File: src/rtl/ip_csum_stream_if.sv
// rtl/ip_csum_stream_if.sv - packet tap and checksum result bundle for ip_csum_stream
interface ip_csum_stream_if #(
  parameter int WIDTH = 64
);
  logic [WIDTH-1:0] i_tdata;
  logic             i_tlast;
  logic             i_tvalid;
  logic             i_tready;
  logic [15:0]      o_csum;
  logic             o_ok;
  logic             o_short;
  logic             o_valid;
  logic             o_ready;

  modport slave (
    input  i_tdata, i_tlast, i_tvalid, o_ready,
    output i_tready, o_csum, o_ok, o_short, o_valid
  );

  modport master (
    output i_tdata, i_tlast, i_tvalid, o_ready,
    input  i_tready, o_csum, o_ok, o_short, o_valid
  );
endinterface

File: src/rtl/ip_csum_stream.sv
// rtl/ip_csum_stream.sv - streaming 16-bit ones-complement checksum over a word window per packet
module ip_csum_stream #(
  parameter int WIDTH     = 64,
  parameter int HDR_START = 7,
  parameter int HDR_WORDS = 10
) (
  input  logic           clk,
  input  logic           reset_n,
  ip_csum_stream_if.slave bus
);
  localparam int          LANES   = WIDTH / 16;
  localparam logic [31:0] WIN_LO  = 32'(HDR_START);
  localparam logic [31:0] WIN_HI  = 32'(HDR_START + HDR_WORDS);
  localparam logic [31:0] LANES_W = 32'(LANES);

  typedef enum logic [1:0] {SUM, FOLD1, FOLD2, HOLD} state_t;

  state_t      state, state_next;
  logic        accept;
  logic [31:0] acc, wcnt, beat_sum, total, wcnt_inc, wcnt_next, sum_r;
  logic [16:0] s1;
  logic [15:0] s2;
  logic        pend_short;
  logic [15:0] csum_r;
  logic        ok_r, short_r;

  // Lanes whose running word index falls outside the window contribute 0.
  always_comb begin
    beat_sum = '0;
    for (int k = 0; k < LANES; k++) begin
      if ((wcnt + 32'(k)) >= WIN_LO && (wcnt + 32'(k)) < WIN_HI)
        beat_sum = beat_sum + {16'h0000, bus.i_tdata[WIDTH-1-16*k -: 16]};
    end
  end

  assign total     = acc + beat_sum;
  assign wcnt_inc  = wcnt + LANES_W;
  assign wcnt_next = (wcnt_inc > WIN_HI) ? WIN_HI : wcnt_inc;
  assign s2        = s1[15:0] + {15'h0000, s1[16]};

  always_comb begin
    state_next = state;
    accept     = bus.i_tvalid && (state == SUM);
    case (state)
      SUM:     if (accept && bus.i_tlast) state_next = FOLD1;
      FOLD1:   state_next = FOLD2;
      FOLD2:   state_next = HOLD;
      HOLD:    if (bus.o_ready) state_next = SUM;
      default: state_next = SUM;
    endcase
  end

  always_ff @(posedge clk or negedge reset_n) begin
    if (!reset_n) state <= SUM;
    else          state <= state_next;
  end

  always_ff @(posedge clk or negedge reset_n) begin
    if (!reset_n) begin
      acc        <= '0;
      wcnt       <= '0;
      sum_r      <= '0;
      pend_short <= 1'b0;
      s1         <= '0;
      csum_r     <= '0;
      ok_r       <= 1'b0;
      short_r    <= 1'b0;
    end else begin
      case (state)
        SUM: begin
          if (accept) begin
            if (bus.i_tlast) begin
              sum_r      <= total;
              pend_short <= (wcnt_next < WIN_HI);
              acc        <= '0;
              wcnt       <= '0;
            end else begin
              acc  <= total;
              wcnt <= wcnt_next;
            end
          end
        end
        FOLD1: s1 <= {1'b0, sum_r[15:0]} + {1'b0, sum_r[31:16]};
        FOLD2: begin
          csum_r  <= ~s2;
          ok_r    <= (s2 == 16'hFFFF);
          short_r <= pend_short;
        end
        default: ;
      endcase
    end
  end

  // Handshake outputs decode only the state register, never o_ready.
  assign bus.i_tready = (state == SUM);
  assign bus.o_valid  = (state == HOLD);
  assign bus.o_csum   = csum_r;
  assign bus.o_ok     = ok_r;
  assign bus.o_short  = short_r;
endmodule
File: src/flat_wrapper.sv
// flat-port wrapper written by rule: the top's interface ports become plain ports
module ip_csum_stream_flat 
#(
  parameter int WIDTH     = 64,
  parameter int HDR_START = 7,
  parameter int HDR_WORDS = 10
)
  (clk, reset_n, bus_i_tdata, bus_i_tlast, bus_i_tvalid, bus_o_ready, bus_i_tready, bus_o_csum, bus_o_ok, bus_o_short, bus_o_valid);
  ip_csum_stream_if #(.WIDTH(WIDTH)) bus_i ();
  input  logic clk;
  input  logic reset_n;
  input wire logic [$bits(bus_i.i_tdata)-1:0] bus_i_tdata;
  input wire logic [$bits(bus_i.i_tlast)-1:0] bus_i_tlast;
  input wire logic [$bits(bus_i.i_tvalid)-1:0] bus_i_tvalid;
  input wire logic [$bits(bus_i.o_ready)-1:0] bus_o_ready;
  output wire logic [$bits(bus_i.i_tready)-1:0] bus_i_tready;
  output wire logic [$bits(bus_i.o_csum)-1:0] bus_o_csum;
  output wire logic [$bits(bus_i.o_ok)-1:0] bus_o_ok;
  output wire logic [$bits(bus_i.o_short)-1:0] bus_o_short;
  output wire logic [$bits(bus_i.o_valid)-1:0] bus_o_valid;
  assign bus_i.i_tdata = bus_i_tdata;
  assign bus_i.i_tlast = bus_i_tlast;
  assign bus_i.i_tvalid = bus_i_tvalid;
  assign bus_i.o_ready = bus_o_ready;
  assign bus_i_tready = bus_i.i_tready;
  assign bus_o_csum = bus_i.o_csum;
  assign bus_o_ok = bus_i.o_ok;
  assign bus_o_short = bus_i.o_short;
  assign bus_o_valid = bus_i.o_valid;
  ip_csum_stream #(.WIDTH(WIDTH), .HDR_START(HDR_START), .HDR_WORDS(HDR_WORDS)) u_core (.clk(clk), .reset_n(reset_n), .bus(bus_i));
endmodule
File: config.mk
export PLATFORM = sky130hd
export DESIGN_NAME = ip_csum_stream_flat
export DESIGN_NICKNAME = d
export VERILOG_FILES = /design/src/rtl/ip_csum_stream_if.sv /design/src/rtl/ip_csum_stream.sv /design/src/flat_wrapper.sv
export SDC_FILE = /design/constraint.sdc
export NUM_CORES = 1
export LEC_CHECK = 0
export ABC_AREA = 1
export BUFFER_PORTS_ARGS = -buffer_cell sky130_fd_sc_hd__buf_4
export CORE_MARGIN = 4
export CORE_UTILIZATION = 55
export DETAILED_ROUTE_END_ITERATION = 7
export GPL_TIMING_DRIVEN = 0
export PLACE_DENSITY = 0.74
export RECOVER_POWER = 25
export SLEW_MARGIN = 20
export SYNTH_ARGS = -nofsm -noshare
export SYNTH_HDL_FRONTEND = slang
export SYNTH_SLANG_ARGS = --single-unit
File: constraint.sdc
create_clock -name clk -period 10.4 [get_ports clk]
set_input_delay 2.08 -clock clk [delete_from_list [all_inputs] [get_ports clk]]
set_output_delay 2.08 -clock clk [all_outputs]
set_load 0.05 [all_outputs]
### Word level (Yosys, flattened, before mapping)

Index checks and enable logic that the tools add are counted.

| storage, ports and cells | value |
|---|---|
| bits in registers | 134 |
| word-level logic and storage cells | 56 |

| operators by class | value |
|---|---|
| bitwise operators | 1 |
| order comparisons | 10 |
| muxes and demuxes | 10 |
| equal/unequal tests | 6 |
| reduce and logical (&&, ||, !) cells | 10 |
| add/subtract/negate cells | 10 |

Operators by type and width:

| operator | number |
|---|---|
| 2-to-1 mux 32 bit | 6 |
| < comparator 32 x 5 -> 1 bit, second input constant | 5 |
| greater-or-equal comparator 32 x 3 -> 1 bit, second input constant | 4 |
| adder 32 x 16 -> 32 bit | 2 |
| adder 32 x 2 -> 32 bit, second input constant | 2 |
| adder 16 x 16 -> 17 bit | 2 |
| adder 32 x 1 -> 32 bit, second input constant | 1 |
| adder 32 x 3 -> 32 bit, second input constant | 1 |
| adder 32 bit | 1 |
| greater-than comparator 32 x 5 -> 1 bit, second input constant | 1 |
| adder 16 x 1 -> 16 bit | 1 |
| equality test 16 bit, second input constant | 1 |
| 2-to-1 mux 16 bit | 1 |
| inverter 16 bit | 1 |
| case mux 2 bit (4 select lines) | 1 |
| logical AND 1 bit | 6 |
| equality test 2 bit, second input constant | 2 |
| 2-to-1 mux 2 bit | 2 |
| AND reduction 2 bit | 2 |
| AND reduction 3 bit | 1 |
| equality test 2 x 1 -> 1 bit, second input constant | 1 |
| logical NOT 2 bit | 1 |
| != test 2 x 1 -> 1 bit, second input constant | 1 |
| != test 2 bit, second input constant | 1 |

### Logic depth before layout (Yosys ltp)

| depth | value |
|---|---|
| depth after elaboration | 11 |
| depth in mapped cells | 57 |
| gate-level depth less buffers | 56 |

### Least setup slack after synthesis

No wires, ideal clock.

| timing | value |
|---|---|
| path type | input to register |
| from | input port bus_i_tdata[48] |
| to | register u_core.sum_r[22] |
| data required time | 10.334 ns |
| path buffers | 0 |
| arrival | 7.743 ns |
| path slack | 2.592 ns |
| stages on the path | 44 |
| cells stage by stage | inv_1 > nor2_1 > ha_1 > fa_1 > nand2_1 > o21bai_1 > nand3_1 > a21oi_2 > xor2_1 > nand2_1 > nand2_1 > inv_1 > ha_1 > inv_1 > nor4_1 > nand2_1 > a21oi_1 > o21ai_0 > (+8 left out) > o21bai_1 > a21boi_0 > o21ai_0 > or2_2 > a21oi_1 > a21oi_1 > ha_1 > nand2_1 > nor2_1 > inv_1 > o21ai_1 > nand2_1 > nand2_1 > inv_1 > nor2_1 > xor2_1 > nand2_1 > nand2_1 |

| between the ends | value |
|---|---|
| longest elaborated chain between the ends | 8 |

RTL lines:

| what | line | RTL |
|---|---|---|
| start, declared | flat_wrapper.sv:12 | `input wire logic [$bits(bus_i.i_tdata)-1:0] bus_i_tdata;` |
| 2-to-1 mux 16 bit (*) | ip_csum_stream.sv:31 | `if ((wcnt + 32'(k)) >= WIN_LO && (wcnt + 32'(k)) < WIN_HI)` |
| adder 16 x 16 -> 17 bit | ip_csum_stream.sv:32 | `beat_sum = beat_sum + {16'h0000, bus.i_tdata[WIDTH-1-16*k -: 16]};` |
| 2-to-1 mux 32 bit (*) | ip_csum_stream.sv:31 |  |
| adder 32 x 16 -> 32 bit | ip_csum_stream.sv:32 |  |
| 2-to-1 mux 32 bit (*) | ip_csum_stream.sv:31 |  |
| adder 32 x 16 -> 32 bit | ip_csum_stream.sv:32 |  |
| 2-to-1 mux 32 bit (*) | ip_csum_stream.sv:31 |  |
| adder 32 bit (*) | ip_csum_stream.sv:36 | `assign total = acc + beat_sum;` |
| end signal, assigned | ip_csum_stream.sv:73 | `sum_r <= total;` |
| end, declared | ip_csum_stream.sv:20 | `logic [31:0] acc, wcnt, beat_sum, total, wcnt_inc, wcnt_next, sum_r;` |

Mark *: on every way between the ends. The rest lies on a longest branch, timed or not.
A chain may end at the register's enable or synchronous reset.

### Final worst setup path

| timing | value |
|---|---|
| from | register u_core.wcnt[2] |
| to | register u_core.sum_r[22] |

| between the ends | value |
|---|---|
| longest elaborated chain between the ends | 10 |
| elaborated cells between the ends (all ways) | 23 |
| classes of those cells | add/sub (7); order compare (8); mux (4); reduce/logical (4) |

RTL lines:

| what | line | RTL |
|---|---|---|
| start, declared | ip_csum_stream.sv:20 |  |
| start signal, assigned | ip_csum_stream.sv:79 | `wcnt <= wcnt_next;` |
| greater-or-equal comparator 32 x 3 -> 1 bit / < comparator 32 x 5 -> 1 bit (equally long branches) | ip_csum_stream.sv:31 |  |
| logical AND 1 bit | ip_csum_stream.sv:31 |  |
| 2-to-1 mux 16 bit | ip_csum_stream.sv:31 |  |
| adder 16 x 16 -> 17 bit | ip_csum_stream.sv:32 |  |
| 2-to-1 mux 32 bit | ip_csum_stream.sv:31 |  |
| adder 32 x 16 -> 32 bit | ip_csum_stream.sv:32 |  |
| 2-to-1 mux 32 bit | ip_csum_stream.sv:31 |  |
| adder 32 x 16 -> 32 bit | ip_csum_stream.sv:32 |  |
| 2-to-1 mux 32 bit (*) | ip_csum_stream.sv:31 |  |
| adder 32 bit (*) | ip_csum_stream.sv:36 |  |

Marked as above.

==> summary.md <==
| Metric | Value |
|---|---|
| Via Count | `13835` |
| Final cell utilization of the core | `approximately 63%` |
| Total routing resource utilization after global routing | `32.2%` |
| CP max stage delay | `0.62 ns` |
| Post-Place Cells | `2420` |
| Post-detailed-routing wire length | `42400 um` |
| Maximum net fanout on the critical path | `11` |
| Longest Clk Path Bufs | `2` |
| Starting utilization of the core area | `55.8%` |
| Post-CTS sizing | `0` |
| Number of global-route vias before repair | `13136` |
| Post-synthesis compound-gate area fraction | `13.7%` |
| Wire length of the first global-routing pass | `68200 um` |
| Crit path kind | `reg2reg` |
| Relative slew slack | `-122%` |
| Number of buffers inserted by port buffering | `88` |
| Number of placement rows | `56` |
| Per-cell via count in the routed design | `5.64` |
| Layout cells sized above 1 | `9.61%` |
| Total of warnings raised by yosys | `0` |
| Worst Max-Slew Pin Slew | `3.33 ns` |
| Hold Buf Count CTS | `0` |
| Number of nets in the finished design | `2289` |
| Worst Skew | `around 0.016 ns` |
| Violated checks | `max-capacitance violations, max-slew violations` |
| Maximum Capacitance Violations | `1` |
| Final std cells w/o fill | `2452` |
| Cell types with the largest area share after synthesis | `sky130_fd_sc_hd__dfrtp_1, sky130_fd_sc_hd__nand2_1, sky130_fd_sc_hd__ha_1, sky130_fd_sc_hd__inv_1, sky130_fd_sc_hd__nor2_1` |
| Post-synthesis cell area | `13100 um2` |
| Number of iterations in the first detailed-routing pass | `6` |
| Unrepaired setup endpoints after global routing | `no` |
| Cell type with the largest total area after synthesis | `sky130_fd_sc_hd__dfrtp_1` |
| Die Ht | `162 um` |
| Count of final hold-check violations | `0` |
| RePlAce Congestion | `1.04` |
| Signal arrival time at the worst endpoint | `9.72 ns` |
| Clock latency at the later pin of the worst-skew pair | `0.43 ns` |
| Max Slew Vio Count | `56` |
| Synthesized-area fraction occupied by adder cells | `~9.9%` |
| Clock tree from TritonCTS | `built` |
| Critical Path RT | `10.71 ns` |
| Largest net degree at the start of global routing | `80` |
| Number of design-rule violations left by the first detailed-router iteration | `1262` |
| Root buffer cell | `sky130_fd_sc_hd__clkbuf_16` |
| Sum of net half-perimeters after detailed placement | `34000 um` |
| Async SR Flop Fraction | `100%` |
| Area after detailed placement | `between 10000 and 15000 um2` |
| Die boundary width | `162 um` |
| Clock period minus final worst setup slack | `9.41 ns` |
| Main combinational cell family by area after synthesis | `simple AND/OR/NAND/NOR gates` |
| Total core area | `23400 um2` |
| Number of flops mapped to enable cells by yosys | `0` |
| Area Growth Syn to Fin | `13.0%` |
| Critical path's most frequent cell | `sky130_fd_sc_hd__nand2_1` |
| Type of element launching the critical path | `register` |
| Remaining global-route overflow | `0` |
| Clock buffer count from CTS | `17` |
| Setup violations, final | `0` |
| Number of synthesized register bits | `134` |
| Avg Inst Size Synth | `6.49 um2` |
| Yosys cell types | `58` |
| Die Area | `~26000 um2` |
| Num Clock Sinks | `about 130` |
| Clock-pin slew of the registers on the worst-case setup and hold paths | `0.07 ns` |
| Result of the run | `finished with violations` |
| Share of the yosys chip area belonging to registers | `25.7%` |
| Worst hold path class | `reg2reg` |
| Dominant register cell in the synthesized netlist | `sky130_fd_sc_hd__dfrtp_1` |
| Number of instances in the synthesized netlist | `~2000` |
| Multiplexer share of the synthesized area | `0.153%` |
| Tcrit/Tclk final | `90.5%` |
| Initial antenna violation count | `0` |
| Setup crit end kind | `register` |
| Peak Freq | `0.106 GHz` |
| Total inserted antenna cells | `0` |
| Routed wirelength normalized by instance count | `17.3 um` |
| Post-CTS Setup Repair Bufs | `0` |
| Area share of xor/xnor cells in the synthesized design | `6.84%` |
| Syn_nets | `2181` |
| Antenna viol nets, final | `0` |
| Final Instance Area | `approximately 15000 um2` |
| CP max-delay cell | `sky130_fd_sc_hd__dfrtp_1` |
| Remaining routing DRC violations | `0` |
| Boundary Pins | `89` |
| Portion of synthesized cell area occupied by the leading cell type | `25.7%` |
| Setup TNS after final layout | `0 ns` |
| Clock H-tree levels | `4` |
| Synthesized-area fraction occupied by and/or/nand/nor cells | `34.4%` |
stage by stage:
stage	worst slack (ns)	hold slack, ns
after CTS	1.24	0.486
after global placement	1.36	0.465
after floorplan	2.59	0.448
after global routing	0.343	0.503
final	0.991	0.482
after detailed placement	1.28	0.467
cell usage in the layout, fill, tap and decap left out, types with 8 or more instances in the layout:
master	count
sky130_fd_sc_hd__nand3_1	136
sky130_fd_sc_hd__o21ai_1	14
sky130_fd_sc_hd__inv_1	251
sky130_fd_sc_hd__or2_2	15
sky130_fd_sc_hd__buf_4	92
sky130_fd_sc_hd__inv_2	14
sky130_fd_sc_hd__nand4_1	47
sky130_fd_sc_hd__nor3_1	27
sky130_fd_sc_hd__nand2_1	554
sky130_fd_sc_hd__dfrtp_1	134
sky130_fd_sc_hd__xor2_1	84
sky130_fd_sc_hd__nor2_2	8
sky130_fd_sc_hd__nor4_1	11
sky130_fd_sc_hd__o21ai_0	135
sky130_fd_sc_hd__xnor2_1	18
sky130_fd_sc_hd__nand3b_1	8
sky130_fd_sc_hd__a21oi_1	103
sky130_fd_sc_hd__nor2_1	204
sky130_fd_sc_hd__a31oi_1	13
sky130_fd_sc_hd__clkbuf_1	26
sky130_fd_sc_hd__buf_2	11
sky130_fd_sc_hd__ha_1	95
sky130_fd_sc_hd__clkbuf_16	17
path summary, 6_finish.rpt:
kind                                                   start                           endpoint  slack [ns]  depth (start not counted)
max                               u_core.wcnt[2]$_DFFE_PN0P_       u_core.sum_r[22]$_DFFE_PN0P_        0.99                         49
min                        u_core.bus.o_csum[11]$_DFFE_PN0P_  u_core.bus.o_csum[11]$_DFFE_PN0P_        0.48                          2
max reg2reg                       u_core.wcnt[2]$_DFFE_PN0P_       u_core.sum_r[22]$_DFFE_PN0P_        0.99                         49
min reg2reg                u_core.bus.o_csum[11]$_DFFE_PN0P_  u_core.bus.o_csum[11]$_DFFE_PN0P_        0.48                          2
max in group asynchronous                            reset_n          u_core.s1[13]$_DFFE_PN0N_        5.76                          1
min in group asynchronous                            reset_n        u_core.wcnt[19]$_DFFE_PN0P_        2.75                          1
synthesized netlist by cell type (all sizes together) (8+ instances only):
master,number
a21boi,8
a21oi,106
a31oi,13
buf,18
clkbuf,27
dfrtp,134
ha,95
inv,266
nand2,562
nand3,140
nand3b,8
nand4,48
nor2,215
nor3,34
nor4,11
o21ai,150
or2,17
xnor2,18
xor2,84
registers in the layout (all words and copies together), names as in the netlist:
name                flops
u_core.acc             32
u_core.bus.o_csum      16
u_core.bus.o_ok         1
u_core.bus.o_short      1
u_core.pend_short       1
u_core.s1              17
u_core.state            2
u_core.sum_r           32
u_core.wcnt            32
critical path, delay by kind of cell (launching register included):
kind                       cells  cell delay [ns]
and+or+nand+nor               20             2.90
buffers and inverters          6             0.62
adders and majority gates      5             1.65
xor gates and xnor gates       2             0.31
AOI/OAI and AO/OA             16             3.22
DFF                            1             0.62
cell type report:
cell class	count	area, um2
multi-input combinational	1565	8480
fill	2239	8650
inverter	268	1010
timing repair buffer	89	684
clock inverter	15	184
clock buffer	17	425
tap	319	399
buffer	45	211
sequential	134	3350
kinds of logic after synthesis:
group | Yosys count
and+or+nand+nor | 1038
xor gates and xnor gates | 102
adders and majority gates | 100
AOI/OAI and AO/OA | 323
DFF | 134
buffers and inverters | 313
muxes | 2
metal layers:
metal / track usage, % / routed length, um
met1: 44.4 / 18400
met3: 4.19 / 3260
met2: 53.2 / 19500
met5: 0 / 0
met4: 9.34 / 1260
Power is not shown: default switching activity piles up to over one toggle a cycle in this logic, so the estimate is an artifact.
